### src/rtl/alarm_controller.sv
// Lights-on warning controller: debounces the "lights on, door open, ignition off"
// condition, then drives a periodic beep on sAlarm until a timeout mutes it.
module alarm_controller #(
  parameter int DEBOUNCE = 4,
  parameter int BEEP_ON  = 3,
  parameter int BEEP_OFF = 3,
  parameter int TIMEOUT  = 64,
  parameter int CW       = 8
) (
  input  logic       clk,
  input  logic       reset,
  input  logic       sLuz,
  input  logic       sPrta,
  input  logic       sIgn,
  output logic       sAlarm,
  output logic [1:0] alarm_state
);

  typedef enum logic [1:0] {
    IDLE = 2'b00,
    ARM  = 2'b01,
    BEEP = 2'b10,
    MUTE = 2'b11
  } state_t;

  localparam logic [CW-1:0] ONE        = CW'(1);
  localparam logic [CW-1:0] ZERO       = '0;
  localparam logic [CW-1:0] DEB_LAST   = CW'(DEBOUNCE - 1);
  localparam logic [CW-1:0] PERIOD_END = CW'(BEEP_ON + BEEP_OFF - 1);
  localparam logic [CW-1:0] ON_LEN     = CW'(BEEP_ON);
  localparam logic [CW-1:0] TMO_LAST   = CW'(TIMEOUT - 1);

  state_t        state, stateNext;
  logic [CW-1:0] qcnt, qcntNext;
  logic [CW-1:0] pcnt, pcntNext;
  logic [CW-1:0] tcnt, tcntNext;
  logic          sAlarmNext;
  logic          cond;

  assign cond        = sLuz & sPrta & ~sIgn;
  assign alarm_state = state;

  // State, counters and the beeper output register; async reset clears everything.
  always_ff @(posedge clk or posedge reset) begin
    if (reset) begin
      state  <= IDLE;
      qcnt   <= ZERO;
      pcnt   <= ZERO;
      tcnt   <= ZERO;
      sAlarm <= 1'b0;
    end else begin
      state  <= stateNext;
      qcnt   <= qcntNext;
      pcnt   <= pcntNext;
      tcnt   <= tcntNext;
      sAlarm <= sAlarmNext;
    end
  end

  // Next-state and counter update; any drop of cond returns to IDLE with counters cleared.
  always_comb begin
    stateNext = state;
    qcntNext  = qcnt;
    pcntNext  = pcnt;
    tcntNext  = tcnt;
    unique case (state)
      IDLE: begin
        if (cond) begin
          stateNext = ARM;
          qcntNext  = ONE;
        end
      end
      ARM: begin
        if (!cond) begin
          stateNext = IDLE;
          qcntNext  = ZERO;
        end else if (qcnt == DEB_LAST) begin
          stateNext = BEEP;
          qcntNext  = ZERO;
          pcntNext  = ZERO;
          tcntNext  = ZERO;
        end else begin
          qcntNext  = qcnt + ONE;
        end
      end
      BEEP: begin
        if (!cond) begin
          // Clearing wins over the timeout.
          stateNext = IDLE;
          qcntNext  = ZERO;
          pcntNext  = ZERO;
          tcntNext  = ZERO;
        end else if (tcnt == TMO_LAST) begin
          stateNext = MUTE;
        end else begin
          tcntNext  = tcnt + ONE;
          pcntNext  = (pcnt == PERIOD_END) ? ZERO : pcnt + ONE;
        end
      end
      MUTE: begin
        if (!cond) begin
          stateNext = IDLE;
          qcntNext  = ZERO;
          pcntNext  = ZERO;
          tcntNext  = ZERO;
        end
      end
      default: begin
        stateNext = IDLE;
        qcntNext  = ZERO;
        pcntNext  = ZERO;
        tcntNext  = ZERO;
      end
    endcase
  end

  // Beeper level for the next cycle, computed from next-state values so sAlarm stays registered.
  always_comb begin
    sAlarmNext = (stateNext == BEEP) && (pcntNext < ON_LEN);
  end

endmodule

### config.mk
export PLATFORM = sky130hd
export DESIGN_NAME = alarm_controller
export DESIGN_NICKNAME = d
export VERILOG_FILES = /design/src/rtl/alarm_controller.sv
export SDC_FILE = /design/constraint.sdc
export NUM_CORES = 1
export LEC_CHECK = 0
export ABC_AREA = 1
export BUFFER_PORTS_ARGS = -buffer_cell sky130_fd_sc_hd__buf_4
export CORE_ASPECT_RATIO = 2
export CORE_MARGIN = 2
export CORE_UTILIZATION = 40
export CTS_CLUSTER_DIAMETER = 120
export CTS_CLUSTER_SIZE = 14
export DETAILED_ROUTE_END_ITERATION = 8
export GPL_ROUTABILITY_DRIVEN = 0
export HOLD_SLACK_MARGIN = 0.08
export SLEW_MARGIN = 20
export SYNTH_ARGS = -nofsm -noshare
export SYNTH_HDL_FRONTEND = slang
export SYNTH_SLANG_ARGS = --single-unit
### constraint.sdc
create_clock -name clk -period 1.6 [get_ports clk]
set_clock_uncertainty 0.1 [all_clocks]
set_input_delay 0.24 -clock clk [delete_from_list [all_inputs] [get_ports clk]]
set_output_delay 0.24 -clock clk [all_outputs]
set_load 0.005 [all_outputs]
* Word level (Yosys, flattened, before mapping)
Cells that the tools add are included.
** Operators by class
- Muxes and demuxes :: 24
- Reductions and logical operators :: 6
- Add/sub/neg operators :: 3
- Magnitude comparators :: 1
- Eq/ne operators :: 13
- Bitwise gates (word level) :: 3
** Operator list (count)
- $mux 8 :: 14
- $pmux 8 s3 :: 3
- $add 8x1->8 const B :: 3
- $mux 2 :: 6
- $ne 2x2->1 const B :: 5
- $eq 8x2->1 const B :: 1
- $eq 8x3->1 const B :: 1
- $eq 8x6->1 const B :: 1
- $lt 8x2->1 const B :: 1
- $pmux 2 s4 :: 1
- $eq 2x2->1 const B :: 3
- $reduce_and 5->1 :: 1
- $ne 3x3->1 const B :: 1
- $reduce_bool 3->1 :: 1
- $and 1x1->1 :: 2
- $eq 2x1->1 const B :: 1
- $logic_not 2->1 :: 1
- $reduce_and 2->1 :: 1
- $reduce_or 2->1 :: 1
- $logic_and 1x1->1 :: 1
- $not 1->1 :: 1
** Word-level totals
- Output and inout port bits :: 3
- Input bits :: 5
- Register bits after elaboration :: 27
- Logic and storage cells :: 55

* Longest topological paths before layout
Gate-level depths: netlist (run 1).
- Depth in word-level cells :: 7
- Depth in mapped cells :: 12
- Mapped depth without buffers :: 12

* Worst setup path after synthesis (run 1)
No wires, ideal clock.
- Path kind :: register to register
- From :: register tcnt[0]
- To :: register tcnt[2]
- Stages on the path, launching flop included :: 10
- Path buffers :: 1
- Path slack :: 0.000 ns
- Arrival time :: 1.378 ns
- Required time :: 1.378 ns
- Setup time :: 0.122 ns
- Clock period less this slack :: 1.600 ns
- Cells stage by stage :: dfrtp_1 > ha_1 > nand3_2 > inv_2 > nand2_2 > nand2_1 > nand2_1 > nand2_2 > buf_6 > a32o_1
** Between the ends
- Word-level cells in the longest chain between the ends :: 4
- Elaborated cells on any way between the ends :: 7
- Those cells by class :: 1 x add/sub; 2 x eq/ne; 3 x mux; 1 x reduce/logical
** RTL lines
- start, declared :: RTL line 36 : logic [CW-1:0] tcnt, tcntNext;
- start signal, assigned :: RTL line 55 : tcnt <= tcntNext;
- $add 8x1->8 :: RTL line 96 : tcntNext = tcnt + ONE;
- $mux 8 :: RTL line 93 : end else if (tcnt == TMO_LAST) begin
- $mux 8 :: RTL line 87 : if (!cond) begin
- $pmux 8 s3 :: RTL line 66 : unique case (state)
Parallel ways exist; a longest one is shown, timed or not. The select of a mux whose other input is x is not followed.
A chain may end at the register's enable or synchronous reset.

* Worst setup path after layout (run 1)
- From :: register tcnt[1]
- To :: register sAlarm
** Between the ends
- Word-level cells in the longest chain between the ends :: 6
- Elaborated cells on any way between the ends :: 10
- Those cells by class :: 1 x order compare; 2 x eq/ne; 6 x mux; 1 x reduce/logical
** RTL lines
- $eq 8x6->1 :: RTL line 93
- $mux 8 :: RTL line 93
- $mux 8 :: RTL line 87
- $pmux 8 s3 :: RTL line 66
- via pcntNext[1] :: RTL line 35 : logic [CW-1:0] pcnt, pcntNext;
- $lt 8x2->1 :: RTL line 119 : sAlarmNext = (stateNext == BEEP) && (pcntNext < ON_LEN);
- $logic_and 1x1->1 :: RTL line 119
- via sAlarmNext :: RTL line 37 : logic sAlarmNext;
- end signal, assigned :: RTL line 56 : sAlarm <= sAlarmNext;
- end, declared :: RTL line 15 : output logic sAlarm,
The timed path passes the listed nets, and every way through them passes these cells.

==> flow_summary_export.csv, run 1 <==
group,metric,value,unit
run_status,status,"finished, violations left",
run_status,violations,"negative setup slack",
worst_setup_path,r2r_slack,-0.13,ns
floorplanning,ios,8,
timing,setup-tns-final,-0.521,ns
timing,finalWorstSetupSlack,-0.128,ns
routing,first_pass_iters,4,
logic_synthesis,yosysWarnings,0,
worst_setup_path,cp_num_buf_inv,2,
cts,cts_num_sinks,27,
timing,relSlewSlack,75.7,%
placed_design,numPortBuffers,7,
routing,viasPerCell,4.94,
logic_synthesis,postSynthAreaPerCell,7.65,sq um
global_route,gr-usage-met2,39.3,%
placed_design,place_inst,327,
worst_setup_path,required,1.72,ns
layout,final_core_util,58.2,%
logic_synthesis,synthDistinctLibCells,31,
placed_design,dp_hpwl,3350,um
layout,synthToLayoutAreaGrowth,39.0,%
global_route,grt_pass1_vias,1741,
worst_setup_path,worst_path_most_repeated_cell,"nand2_1",
worst_setup_path,critPathMaxStageDelay,0.41,ns
timing,setup_viol,8,
cts,clk_latency,0.28,ns
logic_synthesis,ys_seq_area_share,39.1,%
cts,cts_tree,"yes",
routing,wl_per_cell,13.0,um
floorplanning,start_util,41.9,%
worst_setup_path,path_class,"flop to flop",
global_route,grt_use_total,19.5,%
timing,rsz0062_at_grt,"true",
logic_synthesis,synth_top_cell_by_area,"dfrtp_1",
logic_synthesis,synth_top_area_share,39.1,%
worst_setup_path,crit_path_end_kind,"flop",
min_path,hp-class,"input port to flop",
layout,instances_no_fill,339,
floorplanning,dieHeight,97.0,um
power,p_leak,0.00116,uW
min_path,hold_end,"alarm_state[0]$_DFF_PP0_",
logic_synthesis,synth_area_leaders,"dfrtp_1 39%, nand2_1 12%, inv_1 6.5%",
timing,maxSlewViolCount,0,
cts,clk_pin_slew,0.10,ns
layout,antenna_cells,0,
placed_design,placed_area,0.00217,sq mm
floorplanning,dieWidth,50.5,um
timing,fin_crit_sh,108,%
routing,drcViolationCount,0,
timing,finalHoldViolCount,0,
worst_setup_path,critical-path-slowest-cell,"dfrtp_1",
logic_synthesis,syn_area,0.00173,sq mm
global_route,grt_pass1_wl,7490,um
timing,fmax,579,MHz
worst_setup_path,cp.arrival,1.85,ns
worst_setup_path,cp_max_fo,7,
floorplanning,core-area,0.00413,sq mm
power,worst_ir_drop_vdd,0.000451,V
floorplanning,die_area,0.00490,sq mm
worst_setup_path,reg2reg_from,"tcnt[1]$_DFFE_PP0P_",
worst_setup_path,cpLargestDelayFamily,"simple AND/OR/NAND/NOR gates",
cts,cts_root_buf,"clkbuf_8",
global_route,grt-ovfl-total,0,
logic_synthesis,synth_ff_type,"dfrtp_1",
layout,nets,297,
global_route,use_met3,1.54,%
logic_synthesis,ys_ff_latch,27,
power,power.total,1190,uW
global_route,top_usage_layer,"met2",
routing,drt-initial-drc-count,34,
flow_run,max_cap_viol_count,0,
cts,h-tree-depth,1,
worst_setup_path,startpoint_type,"flop",
global_route,grt.met1_usage,18.9,%
floorplanning,std_cell_rows,33,
power,p_per_area,497,mW/mm^2
timing,period_needed,1.73,ns
min_path,worstHoldPathCells,4,
layout,stdcell_area,0.00240,sq mm
logic_synthesis,synth-async-reset-ratio,100,%
routing,ant_nets,0,
logic_synthesis,synthCells,226,
timing,tightest_slew,0.364,ns
cts,clk_path_buf_depth,2,
global_route,grt_max_degree,28,
layout,fillCellCount,391,
global_route,grt_antenna_before_repair,0,
worst_setup_path,path_cells,"ha_2 > nand3_2 > inv_2 > nand2_4 > nand2_2 > nand2_2 > buf_6 > nand2_8 > nand2_1 > nand2_1 > a21oi_2 > nand2_1 > nor2_2",
logic_synthesis,synth-edff-count,0,
logic_synthesis,syn_nets,235,
worst_setup_path,r2r-end,"sAlarm$_DFF_PP0_",
cts,cts_buffers,3,
min_path,min_from,"sIgn",
worst_setup_path,r2r_cells,13,
routing,via_count,1675,
routing,wirelength,4400,um
layout,drive_above_1_share,40.8,%
## power by group
group	switching (uW)	total, uW	internal (uW)	leakage (uW)
logic	51.8	98.7	47.0	0.000761
clock network	221	400	179	0.0000228
registers	5.36	695	689	0.000375
## cell type report
cell class	count	area, sq um	area share, %
tap	52	65.1	2.71
inverter	34	133	5.52
sequential	27	676	28.1
clock buffer	4	45.0	1.87
multi-input combinational	163	1000	41.8
timing repair buffer	59	480	20.0
## repair_timing
item	4_1_cts	5_1_grt
endpoints found under the hold margin	27	0
setup endpoints to repair	10	17
pin swaps	6	4
setup buffers	6	1
gates resized for setup	15	24
hold buffers	1	0
## worst min-delay path, cell delays in order
cell	delay, ns
buf_4	0.09
nor2_2	0.05
nand3_1	0.11
nand3_4	0.09
## how the worst max path moves through the flow
| stage | startpoint | end | slack [ns] | cells after the start |
|---|---|---|---|---|
| global placement | tcnt[1]$_DFFE_PP0P_ | sAlarm$_DFF_PP0_ | -0.13 | 13 |
| CTS | tcnt[1]$_DFFE_PP0P_ | sAlarm$_DFF_PP0_ | -0.11 | 13 |
| floorplan | tcnt[0]$_DFFE_PP0P_ | tcnt[2]$_DFFE_PP0P_ | 0.0004 | 9 |
| global route | tcnt[1]$_DFFE_PP0P_ | sAlarm$_DFF_PP0_ | -0.29 | 13 |
| finish | tcnt[1]$_DFFE_PP0P_ | sAlarm$_DFF_PP0_ | -0.13 | 13 |
| detailed placement | tcnt[0]$_DFFE_PP0P_ | sAlarm$_DFF_PP0_ | -0.18 | 13 |
## logic make-up (layout without fill, tap and decap cells)
group | after synthesis | count (layout) | synth area share (%)
adders and majority gates | 4 | 4 | 2.89
buffers and inverters | 36 | 97 | 8.68
DFF | 27 | 27 | 39.1
and+or+nand+nor | 123 | 123 | 35.0
AOI/OAI and AO/OA | 30 | 30 | 11.3
xor gates and xnor gates | 6 | 6 | 3.04
## per-layer routing
metal | up-vias | routed length (um)
li1 | 843 | -
met1 | 800 | 1540
met2 | 21 | 2680
met3 | 11 | 54
met4 | 0 | 125
met5 | - | 0
## state kept, by name (all words and copies together) (netlist names)
name         flops
sAlarm           1
alarm_state      2
qcnt             8
tcnt             8
pcnt             8
## Yosys cell counts, drive strengths merged (3+ instances only)
master / number
nand2: 64
inv: 34
nor2: 29
dfrtp: 27
nand3: 21
o21ai: 12
a21oi: 7
nor3: 6
o22ai: 5
xor2: 5
ha: 4
nand4: 3
## cell usage in the layout (no fill, tap or decap), types with 5 or more instances in the layout
master,count
o21ai_0,5
nand2_2,11
nand3_2,5
nand3_1,15
buf_6,6
nor2_2,10
o21ai_2,5
nor2_1,15
nand2_1,48
o22ai_1,5
inv_1,29
buf_4,51
xor2_1,5
dfrtp_1,27
## per-stage QoR
step                      worst slack (ns)  hold WS, ns
after floorplan                   0.000437        0.193
after global placement              -0.127        0.239
after detailed placement            -0.175        0.234
after CTS                           -0.111        0.244
after global routing                -0.287        0.256
final                               -0.128        0.237
No activity file was read; power rests on OpenSTA's default activity.
==> run 2: changes to the inputs <==
ABC_AREA = unset   (was 1)
==> run 2 against run 1 <==
  * The flow still finishes with violations (negative setup slack)
  * Final cell count is 6.8% lower
  * Area after synthesis down 5.1%
  * Critical path depth down 5
  * Critical path type unchanged
==> flow_summary_export.csv, run 2 <==
group,metric,value,unit
worst_setup_path,r2r_cells,8,
logic_synthesis,syn_area,0.00164,sq mm
routing,drt-initial-drc-count,30,
layout,antenna_cells,0,
power,p_leak,0.00110,uW
cts,clk_pin_slew,0.10,ns
placed_design,dp_hpwl,3220,um
timing,maxSlewViolCount,0,
floorplanning,core-area,0.00401,sq mm
layout,synthToLayoutAreaGrowth,49.1,%
placed_design,numPortBuffers,7,
layout,nets,274,
cts,cts_num_sinks,27,
timing,finalWorstSetupSlack,-0.781,ns
cts,cts_buffers,3,
run_status,status,"finished, violations left",
logic_synthesis,synth_common_cells,"27 x dfrtp_1, 25 x o21ai_0, 24 x nand2_1",
worst_setup_path,cp_max_fo,4,
logic_synthesis,yosysWarnings,0,
min_path,worstHoldPathCells,3,
flow_run,max_cap_viol_count,0,
routing,viasPerCell,5.35,
run_status,violations,"negative setup slack",
timing,setup-tns-final,-12.46,ns
timing,holdWs,0.169,ns
worst_setup_path,crit_path_end_kind,"flop",
layout,final_cell_mix,"65 x buf_4, 26 x dfrtp_1, 21 x nand2_1, 13 x nor2_1, 13 x o21ai_1",
cts,cts_tree,"yes",
logic_synthesis,synth_top_area_share,41.2,%
logic_synthesis,synth_area_leaders,"dfrtp_1 41%, o21ai_0 7.6%, nand2_1 5.5%",
logic_synthesis,ys_ff_latch,27,
placed_design,pre_cts_ws,-0.785,ns
timing,finalHoldViolCount,0,
floorplanning,start_util,41.0,%
timing,tightest_slew,0.374,ns
timing,setup_viol,26,
worst_setup_path,path_class,"flop to flop",
timing,fmax,420,MHz
power,p_per_area,483,mW/mm^2
logic_synthesis,postSynthAreaPerCell,8.68,sq um
timing,relSlewSlack,75.1,%
cts,h-tree-depth,1,
worst_setup_path,cp_num_buf_inv,1,
logic_synthesis,synth-edff-count,0,
layout,layout_commonest_cell,"buf_4",
floorplanning,std_cell_rows,33,
cts,clk_path_buf_depth,2,
layout,reg_top3,"pcnt: 8 flops, qcnt: 8 flops, tcnt: 8 flops",
worst_setup_path,critPathMaxStageDelay,0.49,ns
layout,drive_above_1_share,43.2,%
global_route,grt_pass1_wl,7340,um
routing,wl_per_cell,13.8,um
routing,via_count,1691,
layout,fillCellCount,361,
logic_synthesis,synth_top_cell_by_area,"dfrtp_1",
global_route,grt_use_total,19.8,%
worst_setup_path,cp.arrival,2.47,ns
min_path,hp-class,"input port to flop",
routing,first_pass_iters,4,
logic_synthesis,syn_nets,198,
logic_synthesis,synthCells,189,
floorplanning,die_area,0.00466,sq mm
global_route,grt_max_degree,28,
global_route,grt-ovfl-total,0,
timing,fin_crit_sh,149,%
floorplanning,dieHeight,94.6,um
timing,period_needed,2.38,ns
worst_setup_path,path_depth,8,
logic_synthesis,synth_ff_type,"dfrtp_1",
floorplanning,ios,8,
global_route,grt_antenna_before_repair,0,
logic_synthesis,synth-async-reset-ratio,100,%
worst_setup_path,required,1.68,ns
routing,ant_nets,0,
worst_setup_path,startpoint_type,"flop",
logic_synthesis,synthDistinctLibCells,52,
worst_setup_path,cpLargestDelayFamily,"simple AND/OR/NAND/NOR gates",
cts,cts_root_buf,"clkbuf_8",
floorplanning,dieWidth,49.3,um
power,worst_ir_drop_vdd,0.000658,V
routing,drcViolationCount,0,
worst_setup_path,path_cells,"ha_2 > or4b_4 > nor4_4 > buf_4 > nor2_4 > a221o_1 > nand4bb_1 > nor4_2",
cts,clk_latency,0.27,ns
layout,stdcell_area,0.00245,sq mm
routing,wirelength,4360,um
placed_design,placed_area,0.00216,sq mm
worst_setup_path,critical-path-slowest-cell,"or4b_4",
timing,rsz0062_at_grt,"true",
logic_synthesis,yosysMostFrequentCell,"dfrtp_1",
logic_synthesis,ys_seq_area_share,41.2,%
global_route,grt_pass1_vias,1687,
run 2: cell types whose count changed in the layout (fill, tap and decap cells not counted), moves of 4 or more:
cell and delta:
nand2_4 -4, nand3_1 -6, nor3_2 -4, inv_2 -4, nand3_2 -5, nor2_2 -8, buf_6 +4, o21ai_1 +11
nand2_2 -8, buf_4 +14, nand2_1 -27, inv_1 -20, o22ai_1 -4, a21oi_1 +4
run 2: through the flow:
stage / std cells / power [uW] / utilization, %
after CTS: 309 / 1190 / 57.7
final: 316 / 1180 / 61.1
after global routing: 316 / 1230 / 61.1
after detailed placement: 300 / 789 / 53.9
after floorplan: 189 / 748 / -
after global placement: 300 / 785 / 53.9
run 2: area by class of cell:
type	instances	area (sq um)	share of cell area (%)
multi-input combinational	148	1010	41.5
timing repair buffer	76	611	25.0
clock buffer	4	45.0	1.84
sequential	27	677	27.7
inverter	9	33.8	1.38
tap	52	65.1	2.66
run 2: timing repair:
item                       4_1_cts  5_1_grt
pin swaps                        2        9
hold buffers                     1        0
hold endpoints to repair        27        0
resized for setup               24       27
setup endpoints to repair       26       27
setup buffers                    4        7
run 2: worst min-delay path: cells and delay by family:
kind | cells | cell delay (ns)
AO/OA/AOI/OAI | 1 | 0.04
AND/OR/NAND/NOR | 1 | 0.14
buffers and inverters | 1 | 0.09
run 2: where the power goes:
group          total, uW  switching (uW)  internal, uW  leakage [uW]
Clock                397             218           179     0.0000228
Sequential           693            4.68           689      0.000373
Combinational       92.3            47.7          44.6      0.000708
run 2: final timing paths:
kind                                     start                        to  slack, ns
hold reg to reg            tcnt[2]$_DFFE_PP0P_       tcnt[2]$_DFFE_PP0P_       0.42
max in group asynchronous                reset  alarm_state[1]$_DFF_PP0_       0.63
setup reg to reg           qcnt[1]$_DFFE_PP0P_          sAlarm$_DFF_PP0_      -0.78
hold / removal                            sIgn  alarm_state[1]$_DFF_PP0_       0.17
min in group asynchronous                reset       tcnt[2]$_DFFE_PP0P_       0.49
setup / recovery           qcnt[1]$_DFFE_PP0P_          sAlarm$_DFF_PP0_      -0.78
run 2: kinds of logic (layout without fill, tap and decap cells):
group                      Yosys count  after routing  synth area share (%)
AOI/OAI and AO/OA                   55             55                  20.3
xor gates and xnor gates             4              4                  2.14
adders and majority gates            4              4                  3.05
buffers and inverters               14             89                  4.19
DFF                                 27             27                  41.2
muxes                                1              1                 0.610
and+or+nand+nor                     84             84                  28.5
run 2: metal layers:
layer / track usage, % / wire length [um]
met1: 24.4 / 1890
met2: 36.5 / 2350
met3: 1.58 / 91
met4: 5.00 / 22
met5: 0 / 0
